## src/rtl/ds1124_pkg.sv

```systemverilog
// Shared DS1124 definitions for the responder and the driver: frame size,
// the responder state encoding and the bit-counter width.
package ds1124_pkg;

  localparam int DS1124_BITS = 8;
  localparam int CNT_W       = 4;

  typedef enum logic [1:0] {
    WAIT_IDLE = 2'd0,
    IDLE      = 2'd1,
    SHIFT     = 2'd2,
    LATCH     = 2'd3
  } resp_state_t;

endpackage

```

## src/rtl/ds1124_sync_edge.sv

```systemverilog
// Multi-stage synchronizer for one asynchronous pin, plus a history flop
// giving single-cycle rise and fall strobes on the synchronized value.
module ds1124_sync_edge #(
  parameter int SYNC_STAGES = 2
) (
  input  logic clk,
  input  logic rst,
  input  logic din,
  output logic sync,
  output logic rise,
  output logic fall
);

  logic [SYNC_STAGES-1:0] stages;
  logic                   hist;

  always_ff @(posedge clk) begin
    if (rst) begin
      stages <= '0;
      hist   <= 1'b0;
    end else begin
      stages <= {stages[SYNC_STAGES-2:0], din};
      hist   <= stages[SYNC_STAGES-1];
    end
  end

  assign sync = stages[SYNC_STAGES-1];
  assign rise = sync & ~hist;
  assign fall = ~sync & hist;

endmodule

```

## src/rtl/ds1124_responder.sv

```systemverilog
// Device-side DS1124 responder: shifts in 8-bit frames on E/CLK/D, returns the
// current delay on Q and latches the new value on E fall.
// Optional write/error counters are enabled with DS1124_RESP_STATS_EN.
module ds1124_responder
  import ds1124_pkg::*;
#(
  parameter int                     SYNC_STAGES = 2,
  parameter logic [DS1124_BITS-1:0] RESET_DELAY = 8'h00
) (
  input  logic                   clk,
  input  logic                   rst,
  input  logic                   ds1124_e,
  input  logic                   ds1124_clk,
  input  logic                   ds1124_d,
  output logic                   ds1124_q,
  output logic [DS1124_BITS-1:0] delay_value,
  output logic                   delay_update,
  output logic                   frame_error,
`ifdef DS1124_RESP_STATS_EN
  output logic [15:0]            write_count,
  output logic [15:0]            error_count,
`endif
  output logic                   busy
);

  localparam int              SETTLE_W   = $clog2(SYNC_STAGES + 1);
  localparam logic [CNT_W-1:0] CNT_MAX   = '1;
  localparam logic [CNT_W-1:0] CNT_FULL  = CNT_W'(DS1124_BITS);

  logic e_s, e_rise, e_fall;
  logic clk_s, clk_rise, clk_fall;
  logic d_s, d_rise, d_fall;
  logic unused_edges;

  ds1124_sync_edge #(.SYNC_STAGES(SYNC_STAGES)) u_sync_e (
    .clk(clk), .rst(rst), .din(ds1124_e), .sync(e_s), .rise(e_rise), .fall(e_fall)
  );
  ds1124_sync_edge #(.SYNC_STAGES(SYNC_STAGES)) u_sync_clk (
    .clk(clk), .rst(rst), .din(ds1124_clk), .sync(clk_s), .rise(clk_rise), .fall(clk_fall)
  );
  ds1124_sync_edge #(.SYNC_STAGES(SYNC_STAGES)) u_sync_d (
    .clk(clk), .rst(rst), .din(ds1124_d), .sync(d_s), .rise(d_rise), .fall(d_fall)
  );

  assign unused_edges = ^{clk_s, clk_fall, d_rise, d_fall};

  resp_state_t            state_q, state_d;
  logic [DS1124_BITS-1:0] shreg_q, shreg_d;
  logic [CNT_W-1:0]       cnt_q, cnt_d;
  logic [SETTLE_W-1:0]    settle_q, settle_d;
  logic [DS1124_BITS-1:0] value_d;
  logic                   upd_d, err_d, q_d;

  always_ff @(posedge clk) begin
    if (rst) begin
      state_q      <= WAIT_IDLE;
      shreg_q      <= '0;
      cnt_q        <= '0;
      settle_q     <= '0;
      delay_value  <= RESET_DELAY;
      delay_update <= 1'b0;
      frame_error  <= 1'b0;
      ds1124_q     <= 1'b0;
    end else begin
      state_q      <= state_d;
      shreg_q      <= shreg_d;
      cnt_q        <= cnt_d;
      settle_q     <= settle_d;
      delay_value  <= value_d;
      delay_update <= upd_d;
      frame_error  <= err_d;
      ds1124_q     <= q_d;
    end
  end

  // The synchronizers clear on reset, so a low e_s just after reset is only
  // trusted once it has held for longer than the pipeline takes to refill.
  always_comb begin
    state_d  = state_q;
    shreg_d  = shreg_q;
    cnt_d    = cnt_q;
    settle_d = settle_q;
    value_d  = delay_value;
    upd_d    = 1'b0;
    err_d    = 1'b0;
    unique case (state_q)
      WAIT_IDLE: begin
        if (e_s) begin
          settle_d = '0;
        end else if (settle_q == SETTLE_W'(SYNC_STAGES)) begin
          settle_d = '0;
          state_d  = IDLE;
        end else begin
          settle_d = settle_q + 1'b1;
        end
      end
      IDLE: begin
        if (e_rise) begin
          shreg_d = delay_value;
          cnt_d   = '0;
          state_d = SHIFT;
        end
      end
      SHIFT: begin
        if (e_fall) begin
          state_d = LATCH;
        end else if (clk_rise) begin
          shreg_d = {shreg_q[DS1124_BITS-2:0], d_s};
          if (cnt_q != CNT_MAX) cnt_d = cnt_q + 1'b1;
        end
      end
      LATCH: begin
        if (cnt_q >= CNT_FULL) begin
          value_d = shreg_q;
          upd_d   = 1'b1;
        end else begin
          err_d   = 1'b1;
        end
        state_d = IDLE;
      end
      default: state_d = WAIT_IDLE;
    endcase
    q_d = ((state_d == SHIFT) || (state_d == LATCH)) ? shreg_d[DS1124_BITS-1] : 1'b0;
  end

  assign busy = (state_q == SHIFT) || (state_q == LATCH);

`ifdef DS1124_RESP_STATS_EN
  always_ff @(posedge clk) begin
    if (rst) begin
      write_count <= '0;
      error_count <= '0;
    end else begin
      if (upd_d) write_count <= write_count + 16'd1;
      if (err_d) error_count <= error_count + 16'd1;
    end
  end
`endif

endmodule
```

## config.mk

```make
export PLATFORM = sky130hd
export DESIGN_NAME = ds1124_responder
export DESIGN_NICKNAME = d
export VERILOG_FILES = /design/src/rtl/ds1124_pkg.sv /design/src/rtl/ds1124_sync_edge.sv /design/src/rtl/ds1124_responder.sv
export SDC_FILE = /design/constraint.sdc
export NUM_CORES = 1
export LEC_CHECK = 0
export ABC_AREA = 1
export ABC_CLOCK_PERIOD_IN_PS = 1300
export CORE_MARGIN = 4
export CORE_UTILIZATION = 50
export CTS_BUF_LIST = sky130_fd_sc_hd__clkbuf_8
export DETAILED_ROUTE_END_ITERATION = 8
export PLACE_DENSITY_LB_ADDON = 0.3
export SKIP_CTS_REPAIR_TIMING = 1
export SYNTH_ARGS = -nofsm -noshare
export SYNTH_HDL_FRONTEND = slang
export SYNTH_SLANG_ARGS = --single-unit
```

## constraint.sdc

```tcl
create_clock -name clk -period 1.3 [get_ports clk]
set_input_delay 0.13 -clock clk [delete_from_list [all_inputs] [get_ports clk]]
set_output_delay 0.13 -clock clk [all_outputs]
set_load 0.02 [all_outputs]
```

Word level (Yosys, flattened, before mapping). Cells that the tools add are included.

Output and inout port bits: 12. Memories kept: 0. Bits in read-only memories: 0. Memory bits (writable): 0. Word-level logic and storage cells: 63. Latch bits: 0. Register bits after elaboration: 35.

Shift operators: 0. Add/sub/neg operators: 2. $lt $le $gt $ge: 1. Divide/modulo/power cells: 0. Multiply operators: 0. Mux-type cells: 18. Eq/ne operators: 11. Reductions and logical operators: 9. Bitwise logic cells: 8.

Operators with widths (number): two-way mux 8 bit (3); two-way mux 4 bit (4); case mux 8 bit (2 select lines) (1); two-way mux 2 bit (6); == test 2 bit, second input constant (5); inequality test 2 bit, second input constant (4); case mux 2 bit (4 select lines) (1); case mux 4 bit (2 select lines) (1); inverter 1 bit (5); AND reduction 5 bit (1); adder 4 x 1 -> 4 bit, second input constant (1); >= comparator 4 bit, second input constant (1); inequality test 4 bit, second input constant (1); AND reduction 4 bit (1); OR reduction 2 bit (2); bitwise AND 1 bit (3); adder 2 x 1 -> 2 bit, second input constant (1); == test 2 x 1 -> 1 bit, second input constant (1); zero test 2 bit (1); logical OR 1 bit (2); two-way mux 1 bit (2); AND reduction 2 bit (1); nonzero test 2 bit (1).

Depth between registers and ports, before layout.
Depth in word-level cells: 8. Gate-level depth with buffers: 10. Mapped depth without buffers: 10.

By module. A second synthesis with hierarchy kept.

Cell total of the unflattened synthesis: 239. Area total of the unflattened synthesis: 1700.4 um2.

Modules (own cells, without submodules): ds1124_responder (cells an instance 203, area each 1418.9 um2, times used 1); ds1124_sync_edge (cells an instance 12, area each 93.8 um2, times used 3).

Worst setup path before layout. No wires, ideal clock.

Path type: reg-to-reg. Start: register (tool-made name). End: register shreg_q[6]. Required time: 1.168 ns. Arrival: 1.297 ns. Library setup time: 0.132 ns. Path buffers: 1. Setup slack: -0.129 ns. Stages on the path, launching flop included: 10. Period minus slack after synthesis: 1.429 ns. Cells stage by stage: dfxtp_1 inv_1 ha_1 buf_6 nand3_2 nand2_4 nor2_4 inv_2 nand2_1 a21oi_1.

RTL lines: end signal: assignment (line ds1124_responder.sv:66) `shreg_q <= shreg_d;`; end: declaration (line ds1124_responder.sv:48) `logic [DS1124_BITS-1:0] shreg_q, shreg_d;`.

==> impl_results.md <==
- Run status: finished, violations left
- Violated checks: setup timing
- Slew at the pin closest to its max-slew limit: 0.456 ns
- Post-route design area: 2350 sq um
- Final cell utilization of the core: 75.7%
- Sequential-to-total area share from yosys stat: 42.6%
- Total placed instance area: 1980 sq um
- Number of buffers inserted during clock tree synthesis: 5
- FF+latch count, synth: 35
- Final Hold Viols: 0
- Count of cell types in the netlist: 23
- Count of antenna diodes in the layout: 0
- Maximum root-to-sink buffer count: 2
- Worst hold-check path type: in -> reg
- Number of standard cells after synthesis: 230
- Total of endpoints with negative setup slack in the final report: 15
- Detailed-route wire length per cell: 13.4 microns
- Element type at the critical path end: flip-flop
- Clock tree from TritonCTS: done
- Area contributors post-synth: sky130_fd_sc_hd__dfxtp_1, sky130_fd_sc_hd__nand2_1, sky130_fd_sc_hd__nor2_1
- Arrival time at the worst endpoint: 1.69 ns
- Largest stage delay on the critical path: 0.37 ns
- Cell type with the highest aggregate area in the netlist: sky130_fd_sc_hd__dfxtp_1
- Max-slew violation total from the final report: 0
- Area share of the largest cell type after synthesis: 42.6%
- Power density over the cells: 1500 nW/um^2
- DRC errors left: 0
- P&R area growth vs syn: 42.9%
- Number of global-route vias before repair: 1356
- Final WL: 4.19 mm
- Initial core utilization: 53.0%
- Post-route fraction of the period consumed by the critical path: 112%
- Achievable Freq: 684 MHz
- CTS HTree Levels: 2
- Die extent in x: 65.3 microns
- Detailed-routing iteration count for the pre-antenna-repair pass: 4
- Via count: 1586
- Die height: 65.3 microns
- Final sum of negative setup slack: -1.34 ns
- Highest-delay cell along the critical path: sky130_fd_sc_hd__dfxtp_4
- Placed cell count: 302
- Clk sinks: 35
- Leakage power: 0.00117 uW
- Net count reported at finish: 281
- Insertion delay to the later sink of the worst-skew pair: 0.30 ns
- Worst-case headroom to the max-slew limit: 69.6%
- Non-filler instance count after layout: 313
- Number of port buffers: 16
- Clock Root Buffer: sky130_fd_sc_hd__clkbuf_8
- Number of maximum-capacitance constraint violations: 0
- Overall power of the completed layout: 3530 uW
- Required time at the endpoint of the critical path: 1.53 ns
- GR Overflow Total: 0
- Total standard cell area after synthesis: 1640 sq um
- Yosys Warn Count: 0
- Top-level port count: 17
- Worst path setup slack after routing: -0.162 ns
- Initial antenna violation count: 0
- Core Footprint: 3100 sq um
- Clock slew at reported path FFs: 0.08 ns
- Placer Congestion: 0.824
- Peak fanout along the critical path: 6
- Setup repair after global routing missed its margin: yes
- Worst setup path category: reg -> reg
- Kind of start point of the critical path: flip-flop
- Final period demand of the worst path: 1.46 ns
- First-pass GRT wire length: 6.20 mm
- Initial drt markers: 133
- Layout cell share with drive strength beyond 1: 31.6%
- Num rows: 20
- GRT Overall Usage: 18.8%
- DRT antenna net count: 0
- Average footprint of a synthesized cell: 7.15 sq um
- Vias per std cell: 5.07
- HPWL after detailed placement: 2.57 mm
- Largest net degree at the start of global routing: 22
- Most frequent cell on the critical path: sky130_fd_sc_hd__nand2_4
- VDD IR max: 1090 uV
- Full die area: 4270 sq um
- Skew final: 0.00674 ns
- Cell-by-cell listing of the critical path: buf_6 -> ha_4 -> nand2_4 -> nand2_4 -> nor2_4 -> buf_12 -> nand3_1 -> a21oi_1
- Number of nets in the synthesized netlist: 243
## layer usage
metal	vias to the layer above	part of all wire, %	GRT usage [%]
met5	-	0	0
met4	0	1.1	6.99
met3	6	7.0	5.98
met2	55	49	28.3
met1	723	43	25.1
li1	802	-	-
## report_power, final
part	internal, uW	leakage [uW]	switching [uW]	total, uW
combinational	550	0.000829	736	1290
clock	571	0.0000581	424	994
sequential	1170	0.000286	82.3	1250
total	2290	0.00117	1240	3530
## cell type report
class / count / area [sq um]
inverter: 34 / 143
sequential: 35 / 708
clock inverter: 3 / 43.8
multi-input combinational: 156 / 978
clock buffer: 5 / 68.8
fill: 237 / 753
tap: 44 / 55.1
timing repair buffer: 36 / 353
## cell usage in the layout (no fill, tap or decap), types with 7 or more instances in the layout
| cell | count |
|---|---|
| sky130_fd_sc_hd__nand3_2 | 7 |
| sky130_fd_sc_hd__dfxtp_1 | 33 |
| sky130_fd_sc_hd__nand3_1 | 7 |
| sky130_fd_sc_hd__nand4_1 | 7 |
| sky130_fd_sc_hd__inv_1 | 23 |
| sky130_fd_sc_hd__nand2_1 | 37 |
| sky130_fd_sc_hd__dlymetal6s2s_1 | 11 |
| sky130_fd_sc_hd__nand2_2 | 11 |
| sky130_fd_sc_hd__nor2_1 | 35 |
| sky130_fd_sc_hd__buf_4 | 17 |
| sky130_fd_sc_hd__o21ai_0 | 10 |
| sky130_fd_sc_hd__a21oi_1 | 8 |
## cell usage after synthesis
| cell | n |
|---|---|
| sky130_fd_sc_hd__nor2_2 | 1 |
| sky130_fd_sc_hd__nor2_4 | 3 |
| sky130_fd_sc_hd__nand4_1 | 7 |
| sky130_fd_sc_hd__o21ai_0 | 12 |
| sky130_fd_sc_hd__nor2_1 | 36 |
| sky130_fd_sc_hd__buf_1 | 1 |
| sky130_fd_sc_hd__nor3_1 | 1 |
| sky130_fd_sc_hd__inv_2 | 4 |
| sky130_fd_sc_hd__clkbuf_1 | 2 |
| sky130_fd_sc_hd__a31oi_1 | 1 |
| sky130_fd_sc_hd__dfxtp_1 | 35 |
| sky130_fd_sc_hd__ha_1 | 8 |
| sky130_fd_sc_hd__nand3_1 | 14 |
| sky130_fd_sc_hd__a21oi_1 | 14 |
| sky130_fd_sc_hd__nand2_1 | 50 |
| sky130_fd_sc_hd__inv_1 | 30 |
| sky130_fd_sc_hd__buf_2 | 1 |
| sky130_fd_sc_hd__nand2_2 | 2 |
| sky130_fd_sc_hd__nand3_2 | 1 |
| sky130_fd_sc_hd__nand2_4 | 2 |
| sky130_fd_sc_hd__buf_6 | 1 |
| sky130_fd_sc_hd__o21ai_1 | 2 |
| sky130_fd_sc_hd__o211ai_1 | 2 |
## path summary, 6_finish.rpt
kind | start | endpoint | slack [ns] | depth (start not counted)
worst max-delay path | flip-flop | shreg_q[2] | -0.16 | 8
worst min-delay path | ds1124_e | u_sync_e.stages[0] | 0.35 | 3
worst max register to register | flip-flop | shreg_q[2] | -0.16 | 8
worst min register to register | u_sync_d.stages[0] | u_sync_d.stages[1] | 0.40 | 2
## flip-flops by register name, indices dropped and copies added, names as in the netlist, named ones only
register	count
delay_update	1
ds1124_q	1
u_sync_clk.hist	1
u_sync_clk.stages	2
delay_value	8
u_sync_e.stages	2
settle_q	2
cnt_q	4
u_sync_e.hist	1
state_q	1
frame_error	1
u_sync_d.stages	2
shreg_q	8
## per-stage QoR
step                hold WS [ns]  setup WS, ns
global placement           0.390        -0.109
floorplan                  0.207       -0.0171
global route               0.355        -0.225
finish                     0.346        -0.162
detailed placement         0.394        -0.136
CTS                        0.347        -0.458
## critical path, delay by kind of cell (launching register included)
family,cells,cell delay [ns]
simple gates,4,0.44
flops,1,0.37
buf+inv,2,0.27
fa+ha+maj,1,0.19
compound gates,1,0.14
## cells by family after synthesis
family	count (synthesis)	share of synthesized area [%]
and+or+nand+nor	117	32.0
AOI/OAI and AO/OA	31	9.82
buffers and inverters	39	9.44
DFF	35	42.6
adders and majority gates	8	6.09
No activity file was read; power rests on OpenSTA's default activity.
